--- src/rtl/mem_bus_arbiter.sv ---
// mem_bus_arbiter: shares one synchronous-read, single-port memory between
// NUM_CH requesters. An access is arbitrated and latched in IDLE or RESP,
// driven to memory for one ISSUE cycle, optionally padded by WAIT states and
// acknowledged in RESP. Latency from request to ack is 2 + WAIT_CYCLES.
// Optional feature macro: ARB_ROUND_ROBIN_EN selects round-robin arbitration;
// when undefined, the lowest channel index always wins.

module mem_bus_arbiter #(
  parameter int unsigned NUM_CH      = 2,
  parameter int unsigned ADDR_W      = 32,
  parameter int unsigned DATA_W      = 32,
  parameter int unsigned WAIT_CYCLES = 0
) (
  input  logic                       clk,
  input  logic                       rst,
  input  logic [NUM_CH-1:0]          ch_ce_i,
  input  logic [NUM_CH-1:0]          ch_we_i,
  input  logic [NUM_CH*ADDR_W-1:0]   ch_addr_i,
  input  logic [NUM_CH*DATA_W/8-1:0] ch_sel_i,
  input  logic [NUM_CH*DATA_W-1:0]   ch_data_i,
  output logic [DATA_W-1:0]          ch_data_o,
  output logic [NUM_CH-1:0]          ch_ack_o,
  output logic [NUM_CH-1:0]          ch_stall_o,
  output logic                       mem_ce_o,
  output logic                       mem_we_o,
  output logic [ADDR_W-1:0]          mem_addr_o,
  output logic [DATA_W/8-1:0]        mem_sel_o,
  output logic [DATA_W-1:0]          mem_data_o,
  input  logic [DATA_W-1:0]          mem_data_i
);

  localparam int unsigned SelW = DATA_W / 8;
  localparam int unsigned ChW  = (NUM_CH > 1) ? $clog2(NUM_CH) : 1;
  localparam int unsigned CntW = (WAIT_CYCLES > 0) ? $clog2(WAIT_CYCLES + 1) : 1;

  typedef enum logic [1:0] {StIdle, StIssue, StWait, StResp} state_e;

  state_e          state_q, state_d;
  logic [ChW-1:0]  grant_q, grant_d;
  logic [CntW-1:0] cnt_q, cnt_d;

  // Registered memory-side request and the last read value seen.
  logic              mem_ce_q;
  logic              mem_we_q;
  logic [ADDR_W-1:0] mem_addr_q;
  logic [SelW-1:0]   mem_sel_q;
  logic [DATA_W-1:0] mem_data_q;
  logic [DATA_W-1:0] rdata_q;

  // Arbitration results.
  logic [NUM_CH-1:0] req_mask;
  logic              arb_any;
  logic [ChW-1:0]    win_idx;
  logic              load;

  // Winner's request fields.
  logic              win_we;
  logic [ADDR_W-1:0] win_addr;
  logic [SelW-1:0]   win_sel;
  logic [DATA_W-1:0] win_data;

`ifdef ARB_ROUND_ROBIN_EN
  logic [ChW-1:0]      rr_q, rr_d;
  logic [2*NUM_CH-1:0] rot_dbl;
  logic [NUM_CH-1:0]   rot_mask;
  int                  rot_off;
  int                  rr_sum;
  int                  rr_nxt;
`endif

  // Requests eligible this cycle; the channel being acked is still holding ce.
  always_comb begin
    req_mask = ch_ce_i;
    if (state_q == StResp) begin
      for (int i = 0; i < NUM_CH; i++) begin
        if (grant_q == ChW'(i)) req_mask[i] = 1'b0;
      end
    end
  end

`ifdef ARB_ROUND_ROBIN_EN
  // Round-robin pick: rotate the mask so rr_q lands at bit 0, take the first one.
  always_comb begin
    arb_any  = 1'b0;
    rot_off  = 0;
    rot_dbl  = {req_mask, req_mask} >> rr_q;
    rot_mask = rot_dbl[NUM_CH-1:0];
    for (int i = 0; i < NUM_CH; i++) begin
      if (!arb_any && rot_mask[i]) begin
        arb_any = 1'b1;
        rot_off = i;
      end
    end
    rr_sum = rot_off + int'(rr_q);
    if (rr_sum >= int'(NUM_CH)) rr_sum = rr_sum - int'(NUM_CH);
    win_idx = ChW'(rr_sum);
  end

  // Pointer moves to the channel after each new grant.
  always_comb begin
    rr_nxt = int'(win_idx) + 1;
    if (rr_nxt >= int'(NUM_CH)) rr_nxt = 0;
    rr_d = load ? ChW'(rr_nxt) : rr_q;
  end
`else
  // Fixed priority pick: lowest eligible index wins.
  always_comb begin
    arb_any = 1'b0;
    win_idx = '0;
    for (int i = 0; i < NUM_CH; i++) begin
      if (!arb_any && req_mask[i]) begin
        arb_any = 1'b1;
        win_idx = ChW'(i);
      end
    end
  end
`endif

  // Select the winning channel's request fields from the packed buses.
  always_comb begin
    win_we   = 1'b0;
    win_addr = '0;
    win_sel  = '0;
    win_data = '0;
    for (int i = 0; i < NUM_CH; i++) begin
      if (win_idx == ChW'(i)) begin
        win_we   = ch_we_i[i];
        win_addr = ch_addr_i[i*ADDR_W +: ADDR_W];
        win_sel  = ch_sel_i[i*SelW +: SelW];
        win_data = ch_data_i[i*DATA_W +: DATA_W];
      end
    end
  end

  // FSM state register plus grant, wait counter and rr pointer.
  always_ff @(posedge clk or posedge rst) begin
    if (rst) begin
      state_q <= StIdle;
      grant_q <= '0;
      cnt_q   <= '0;
`ifdef ARB_ROUND_ROBIN_EN
      rr_q    <= '0;
`endif
    end else begin
      state_q <= state_d;
      grant_q <= grant_d;
      cnt_q   <= cnt_d;
`ifdef ARB_ROUND_ROBIN_EN
      rr_q    <= rr_d;
`endif
    end
  end

  // Next-state logic; WAIT is only entered when wait states are configured.
  always_comb begin
    state_d = state_q;
    cnt_d   = cnt_q;
    unique case (state_q)
      StIdle: begin
        if (arb_any) state_d = StIssue;
      end
      StIssue: begin
        cnt_d   = CntW'(WAIT_CYCLES);
        state_d = (WAIT_CYCLES > 0) ? StWait : StResp;
      end
      StWait: begin
        cnt_d = cnt_q - CntW'(1);
        if (cnt_q == CntW'(1)) state_d = StResp;
      end
      StResp: begin
        state_d = arb_any ? StIssue : StIdle;
      end
      default: state_d = StIdle;
    endcase
  end

  // Outputs decoded from state: grant latch strobe, ack pulse, read data, stall.
  always_comb begin
    load     = ((state_q == StIdle) || (state_q == StResp)) && arb_any;
    grant_d  = load ? win_idx : grant_q;
    ch_ack_o = '0;
    for (int i = 0; i < NUM_CH; i++) begin
      ch_ack_o[i] = (state_q == StResp) && (grant_q == ChW'(i));
    end
    // Read data is forwarded straight from memory during a read ack.
    ch_data_o  = ((state_q == StResp) && !mem_we_q) ? mem_data_i : rdata_q;
    ch_stall_o = ch_ce_i & ~ch_ack_o;
  end

  // Memory-side request registers and held read data.
  always_ff @(posedge clk or posedge rst) begin
    if (rst) begin
      mem_ce_q   <= 1'b0;
      mem_we_q   <= 1'b0;
      mem_addr_q <= '0;
      mem_sel_q  <= '0;
      mem_data_q <= '0;
      rdata_q    <= '0;
    end else begin
      mem_ce_q <= load;
      if (load) begin
        mem_we_q   <= win_we;
        mem_addr_q <= win_addr;
        mem_sel_q  <= win_sel;
        mem_data_q <= win_data;
      end
      if ((state_q == StResp) && !mem_we_q) rdata_q <= mem_data_i;
    end
  end

  assign mem_ce_o   = mem_ce_q;
  assign mem_we_o   = mem_we_q;
  assign mem_addr_o = mem_addr_q;
  assign mem_sel_o  = mem_sel_q;
  assign mem_data_o = mem_data_q;

endmodule
--- config.mk ---
export PLATFORM = sky130hd
export DESIGN_NAME = mem_bus_arbiter
export DESIGN_NICKNAME = d
export VERILOG_FILES = /design/src/rtl/mem_bus_arbiter.sv
export SDC_FILE = /design/constraint.sdc
export NUM_CORES = 1
export LEC_CHECK = 0
export BUFFER_PORTS_ARGS = -buffer_cell sky130_fd_sc_hd__buf_2
export CAP_MARGIN = 25
export CORE_MARGIN = 2
export CORE_UTILIZATION = 30
export DETAILED_ROUTE_END_ITERATION = 10
export GPL_TIMING_DRIVEN = 0
export PLACE_DENSITY = 0.65
export SETUP_SLACK_MARGIN = 0.2
export SLEW_MARGIN = 20
export SYNTH_ARGS = -nofsm -noshare
export SYNTH_HDL_FRONTEND = slang
export SYNTH_SLANG_ARGS = --single-unit
--- constraint.sdc ---
create_clock -name clk -period 2.9 [get_ports clk]
set_input_delay 0.29 -clock clk [delete_from_list [all_inputs] [get_ports clk]]
set_output_delay 0.29 -clock clk [all_outputs]
set_load 0.1 [all_outputs]
=== Word-level counts from Yosys, hierarchy flattened ===
Index checks and enable logic that the tools add are counted.

* Input port bits: 174
* Output and inout bits: 106
* Register bits after elaboration: 106
* Logic and storage cells: 45

* Add/subtract/negate cells: 1
* Mux-type cells: 16
* Bitwise logic cells: 3
* Reduce and logical (&&, ||, !) cells: 11
* Equal/unequal tests: 5

{| class="wikitable"
|+ Operators by type and width
! operator !! number
|-
| $mux W32 || 3
|-
| $pmux W2 S4 || 1
|-
| $mux W1 || 7
|-
| $mux W2 || 3
|-
| $logic_and A1 B1 Y1 || 5
|-
| $eq A2 B2 Y1 const B || 2
|-
| $mux W4 || 1
|-
| $ne A2 B2 Y1 const B || 2
|-
| $and A2 B2 Y2 || 1
|-
| $eq A2 B1 Y1 const B || 1
|-
| $logic_not A1 Y1 || 2
|-
| $logic_not A2 Y1 || 1
|-
| $not A2 Y2 || 1
|-
| $pmux W1 S2 || 1
|-
| $reduce_and A2 Y1 || 1
|-
| $reduce_bool A2 Y1 || 1
|-
| $logic_or A1 B1 Y1 || 1
|-
| $not A1 Y1 || 1
|-
| $sub A1 B1 Y1 const B || 1
|}

=== Logic depth before layout (Yosys ltp) ===
* Depth after elaboration: 8
* Mapped depth: 8
* Mapped depth without buffers: 6

=== Worst setup path before layout ===
No wires, ideal clock.

* Path type: reg-to-output
* Start: register state_q[1]
* End: output port ch_stall_o[0]
* Cell stages (with the launch flop): 5
* Path slack: 0.048 ns
* Data arrival time: 2.562 ns
* Cells stage by stage: dfrtp_1 > ha_1 > nand2b_1 > inv_1 > nor2_1

* Longest elaborated chain between the ends: 4

{| class="wikitable"
|+ RTL lines
! item !! line !! text
|-
| from (decl) || 38 || <nowiki>state_e state_q, state_d;</nowiki>
|-
| from (signal assigned) || 138 || <nowiki>state_q <= StIdle;</nowiki>
|-
| from (signal assigned) || 145 || <nowiki>state_q <= state_d;</nowiki>
|-
| $eq A2 B2 Y1 || 183 || <nowiki>ch_ack_o[i] = (state_q == StResp) && (grant_q == ChW'(i));</nowiki>
|-
| $logic_and A1 B1 Y1 || 183 ||
|-
| net ch_ack_o[0] || 22 || <nowiki>output logic [NUM_CH-1:0] ch_ack_o,</nowiki>
|-
| $not A2 Y2 || 187 || <nowiki>ch_stall_o = ch_ce_i & ~ch_ack_o;</nowiki>
|-
| $and A2 B2 Y2 || 187 ||
|-
| to (decl) || 23 || <nowiki>output logic [NUM_CH-1:0] ch_stall_o,</nowiki>
|}

The timed path passes the listed nets, and every way through them passes these cells.

=== Worst setup path in the final report ===
* Start: register state_q[1]
* End: output port ch_data_o[20]

* Longest elaborated chain between the ends: 3

{| class="wikitable"
|+ RTL lines
! item !! line !! text
|-
| $eq A2 B2 Y1 || 186 || <nowiki>ch_data_o = ((state_q == StResp) && !mem_we_q) ? mem_data_i : rdata_q;</nowiki>
|-
| $logic_and A1 B1 Y1 || 186 ||
|-
| $mux W32 || 186 ||
|-
| to (decl) || 21 || <nowiki>output logic [DATA_W-1:0] ch_data_o,</nowiki>
|}

Every way passes these cells.

==> PnR_summary.wiki <==
{| class="wikitable"
! Metric !! Value
|-
| Via count || 4011
|-
| Drt first pass iters || 6
|-
| Netlist Area Pre-Place || 4720 µm²
|-
| Critical Path RT || between 2 and 3 ns
|-
| Number of unique standard cell types used by synthesis || 22
|-
| Crit end category || primary output
|-
| Count of final hold-check violations || 0
|-
| Post-DP HPWL || between 10 and 15 mm
|-
| Number of maximum-capacitance violations || 0
|-
| Final worst path period need || 2.53 ns
|-
| Hold crit path type || in2reg
|-
| Syn Nets || between 500 and 600
|-
| Worst R2R Path Depth || 6
|-
| Final core utilization || about 44%
|-
| Fraction of layout instances using a drive strength above 1 || 47.6%
|-
| # DRC || 0
|-
| Worst setup endpoint || ch_data_o[20]
|-
| Total cell area at the placement stage || about 6500 µm²
|-
| Hold depth || 2
|-
| Least setup slack across all paths after layout || 0.371 ns
|-
| Cell count after synthesis || approximately 400
|-
| Final std cell area, no fill || around 6700 µm²
|-
| Highest net fanout along the worst path || 10
|-
| Slowest cell on the critical path || sky130_fd_sc_hd__dfrtp_1
|-
| Final number of setup-violating endpoints || 0
|-
| Core area || 15300 µm²
|-
| Crit share post-route || 87.2%
|-
| Number of buffers between clock root and the deepest sink || 2
|-
| Initial antenna violation count || 0
|-
| Number of antenna cells inserted || 0
|-
| Post-synthesis average cell area || 11.8 µm²
|-
| Buffers inserted during post-CTS setup optimization || 0
|-
| Worst slack, placed || 0.657 ns
|-
| Number of global-route vias before repair || 4053
|-
| Number of input and output port buffers inserted || 279
|-
| CTS tree || done
|-
| Placer Congestion || 0.748
|-
| R2R setup slack || 1.00 ns
|-
| Critical path launch point type || flip-flop
|-
| Width of the die || between 100 and 150 µm
|-
| Sequential element share of the synthesized area || 56.1%
|-
| CTS clock-pin slew for the worst setup and hold paths || 0.07 ns
|-
| Area grow syn2layout || 42.8%
|-
| Setup repair after global routing missed its margin || false
|-
| Pin count of the biggest net entering global routing || 34
|-
| Cells traversed along the worst timing path || ha_1, nand2b_1, clkbuf_1, buf_4, mux2_1, buf_2
|-
| H-tree depth || 3
|-
| Achievable Freq || 395 MHz
|-
| Worst setup path startpoint || state_q[1]$_DFFE_PP0P_
|-
| FF+latch count, synth || 106
|-
| Final wirelength || between 10 and 15 mm
|-
| Max_slew headroom || 66.1%
|-
| Initial cell density of the core || 30.8%
|-
| Number of DRC markers in iteration 0 || 134
|-
| Final clock skew || 0.00606 ns
|-
| Nets || 873
|-
| Root Driver || sky130_fd_sc_hd__clkbuf_16
|-
| Yosys warning total || 0
|-
| Antenna-violating nets left || 0
|-
| Die H || 129 µm
|-
| Arrival time reported for the critical path endpoint || 2.24 ns
|-
| Total Negative Setup Slacks || 0 ns
|-
| Total number of clock tree sinks || 106
|-
| First-pass GRT wire length || roughly 20 mm
|-
| Total clock buffers created by CTS || 9
|-
| GRT overflow || 0
|-
| Critical register-to-register path startpoint || state_q[1]$_DFFE_PP0P_
|-
| Actual slew at the worst max-slew pin || 0.511 ns
|-
| Latest clock arrival within the worst-skew pair || approximately 0.35 ns
|-
| Final-report max-slew violation count || 0
|-
| Startpoint-to-endpoint class of the critical path || reg2out
|-
| Average vias per placed instance || between 4 and 5
|-
| Tot GR Track Use || between 10% and 20%
|-
| Top Ports || 280
|-
| Die area || 16800 µm²
|-
| Slowest cell delay on critical path || 0.40 ns
|-
| Number of fill cells || 1547
|-
| R2R Path End || mem_addr_o[5]$_DFFE_PP0P_
|-
| Count of standard-cell rows || 45
|-
| Routed wirelength normalized by instance count || around 15 µm
|-
| Status || finished clean
|}
how the worst min path moves through the flow:
stage	slack, ns	to	startpoint
floorplan	0.47	mem_addr_o[0]$_DFFE_PP0P_	ch_addr_i[32]
global placement	0.46	mem_data_o[27]$_DFFE_PP0P_	mem_data_o[27]$_DFFE_PP0P_
detailed placement	0.32	mem_addr_o[9]$_DFFE_PP0P_	rst
CTS	0.15	rdata_q[23]$_DFF_PP0_	mem_data_i[23]
global route	0.16	rdata_q[3]$_DFF_PP0_	mem_data_i[3]
finish	0.17	rdata_q[23]$_DFF_PP0_	mem_data_i[23]
cell usage after synthesis:
cell	n	share of area, %
sky130_fd_sc_hd__a211oi_1	1	0.16
sky130_fd_sc_hd__a211oi_2	1	0.26
sky130_fd_sc_hd__a21boi_2	1	0.24
sky130_fd_sc_hd__and2_1	1	0.13
sky130_fd_sc_hd__buf_2	5	0.53
sky130_fd_sc_hd__buf_4	10	1.6
sky130_fd_sc_hd__buf_6	7	1.7
sky130_fd_sc_hd__clkbuf_1	5	0.40
sky130_fd_sc_hd__dfrtp_1	106	56
sky130_fd_sc_hd__ha_1	4	1.1
sky130_fd_sc_hd__inv_1	6	0.48
sky130_fd_sc_hd__inv_2	1	0.079
sky130_fd_sc_hd__mux2_1	27	6.4
sky130_fd_sc_hd__mux2_2	7	1.7
sky130_fd_sc_hd__mux2i_1	71	15
sky130_fd_sc_hd__nand2_1	70	5.6
sky130_fd_sc_hd__nand2b_1	2	0.26
sky130_fd_sc_hd__nor2_1	2	0.16
sky130_fd_sc_hd__nor2b_1	1	0.13
sky130_fd_sc_hd__nor3b_1	1	0.16
sky130_fd_sc_hd__o21ai_1	71	7.5
sky130_fd_sc_hd__o221ai_2	1	0.32
worst max-delay path, delay by kind of cell (launching register included):
kind | cells | cell delay [ns]
multiplexers | 1 | 0.36
adder cells (fa/ha/maj) | 1 | 0.26
flip-flops | 1 | 0.40
buffers and inverters | 3 | 0.77
AND/OR/NAND/NOR | 1 | 0.09
routing by layer:
| metal | track usage, % | wire length [µm] | part of all wire, % | vias to the layer above |
|---|---|---|---|---|
| met5 | 0 | 0 | 0 | - |
| li1 | - | - | - | 1963 |
| met3 | 2.93 | 798 | 6.0 | 14 |
| met4 | 6.58 | 228 | 1.7 | 0 |
| met2 | 27.7 | 6580 | 50 | 162 |
| met1 | 18.9 | 5620 | 42 | 1872 |
flip-flops by register name, summed over array words and instances, names as in the netlist:
name and cells:
mem_addr_o 32, grant_q 1, mem_ce_o 1, mem_we_o 1
state_q 2, mem_sel_o 4, mem_data_o 32, rdata_q 32
cnt_q 1
cell usage in the layout (no fill, tap or decap), drive strengths merged, types with 4 or more instances in the layout:
cell type / instances
buf: 301
inv: 7
mux2i: 71
mux2: 34
clkinv: 5
clkbuf: 17
dfrtp: 106
ha: 4
nand2: 70
o21ai: 71
repair_timing:
action	4_1_cts	5_1_grt
endpoints found under the hold margin	13	0
gates resized for setup	0	9
hold buffers	1	0
endpoints found under the setup margin	0	30
per-stage QoR:
stage | std cells | hold slack, ns
6_report | 911 | 0.171
4_1_cts | 911 | 0.152
2_1_floorplan | 401 | 0.472
3_5_place_dp | 894 | 0.316
5_1_grt | 911 | 0.160
3_3_place_gp | 891 | 0.463
cell type report:
class | count | area (µm²) | share of cell area [%]
repair buffers | 283 | 1470 | 21.8
multi-input cells | 261 | 1850 | 27.4
well taps | 211 | 264 | 3.91
clock inverters | 7 | 45.0 | 0.668
clock buffers | 9 | 225 | 3.34
plain buffers | 27 | 205 | 3.04
inverters | 7 | 30.0 | 0.445
flip-flops and latches | 106 | 2650 | 39.3
cells by family after synthesis:
kind of cell             count (synthesis)  synth area share [%]
flip-flops                             106                  56.1
multiplexers                           105                  23.1
AND/OR/NAND/NOR                         77                  6.41
AO/OA/AOI/OAI                           75                  8.50
buffers and inverters                   34                  4.74
adder cells (fa/ha/maj)                  4                  1.06
Power is not shown: default switching activity piles up to over one toggle a cycle in this logic, so the estimate is an artifact.
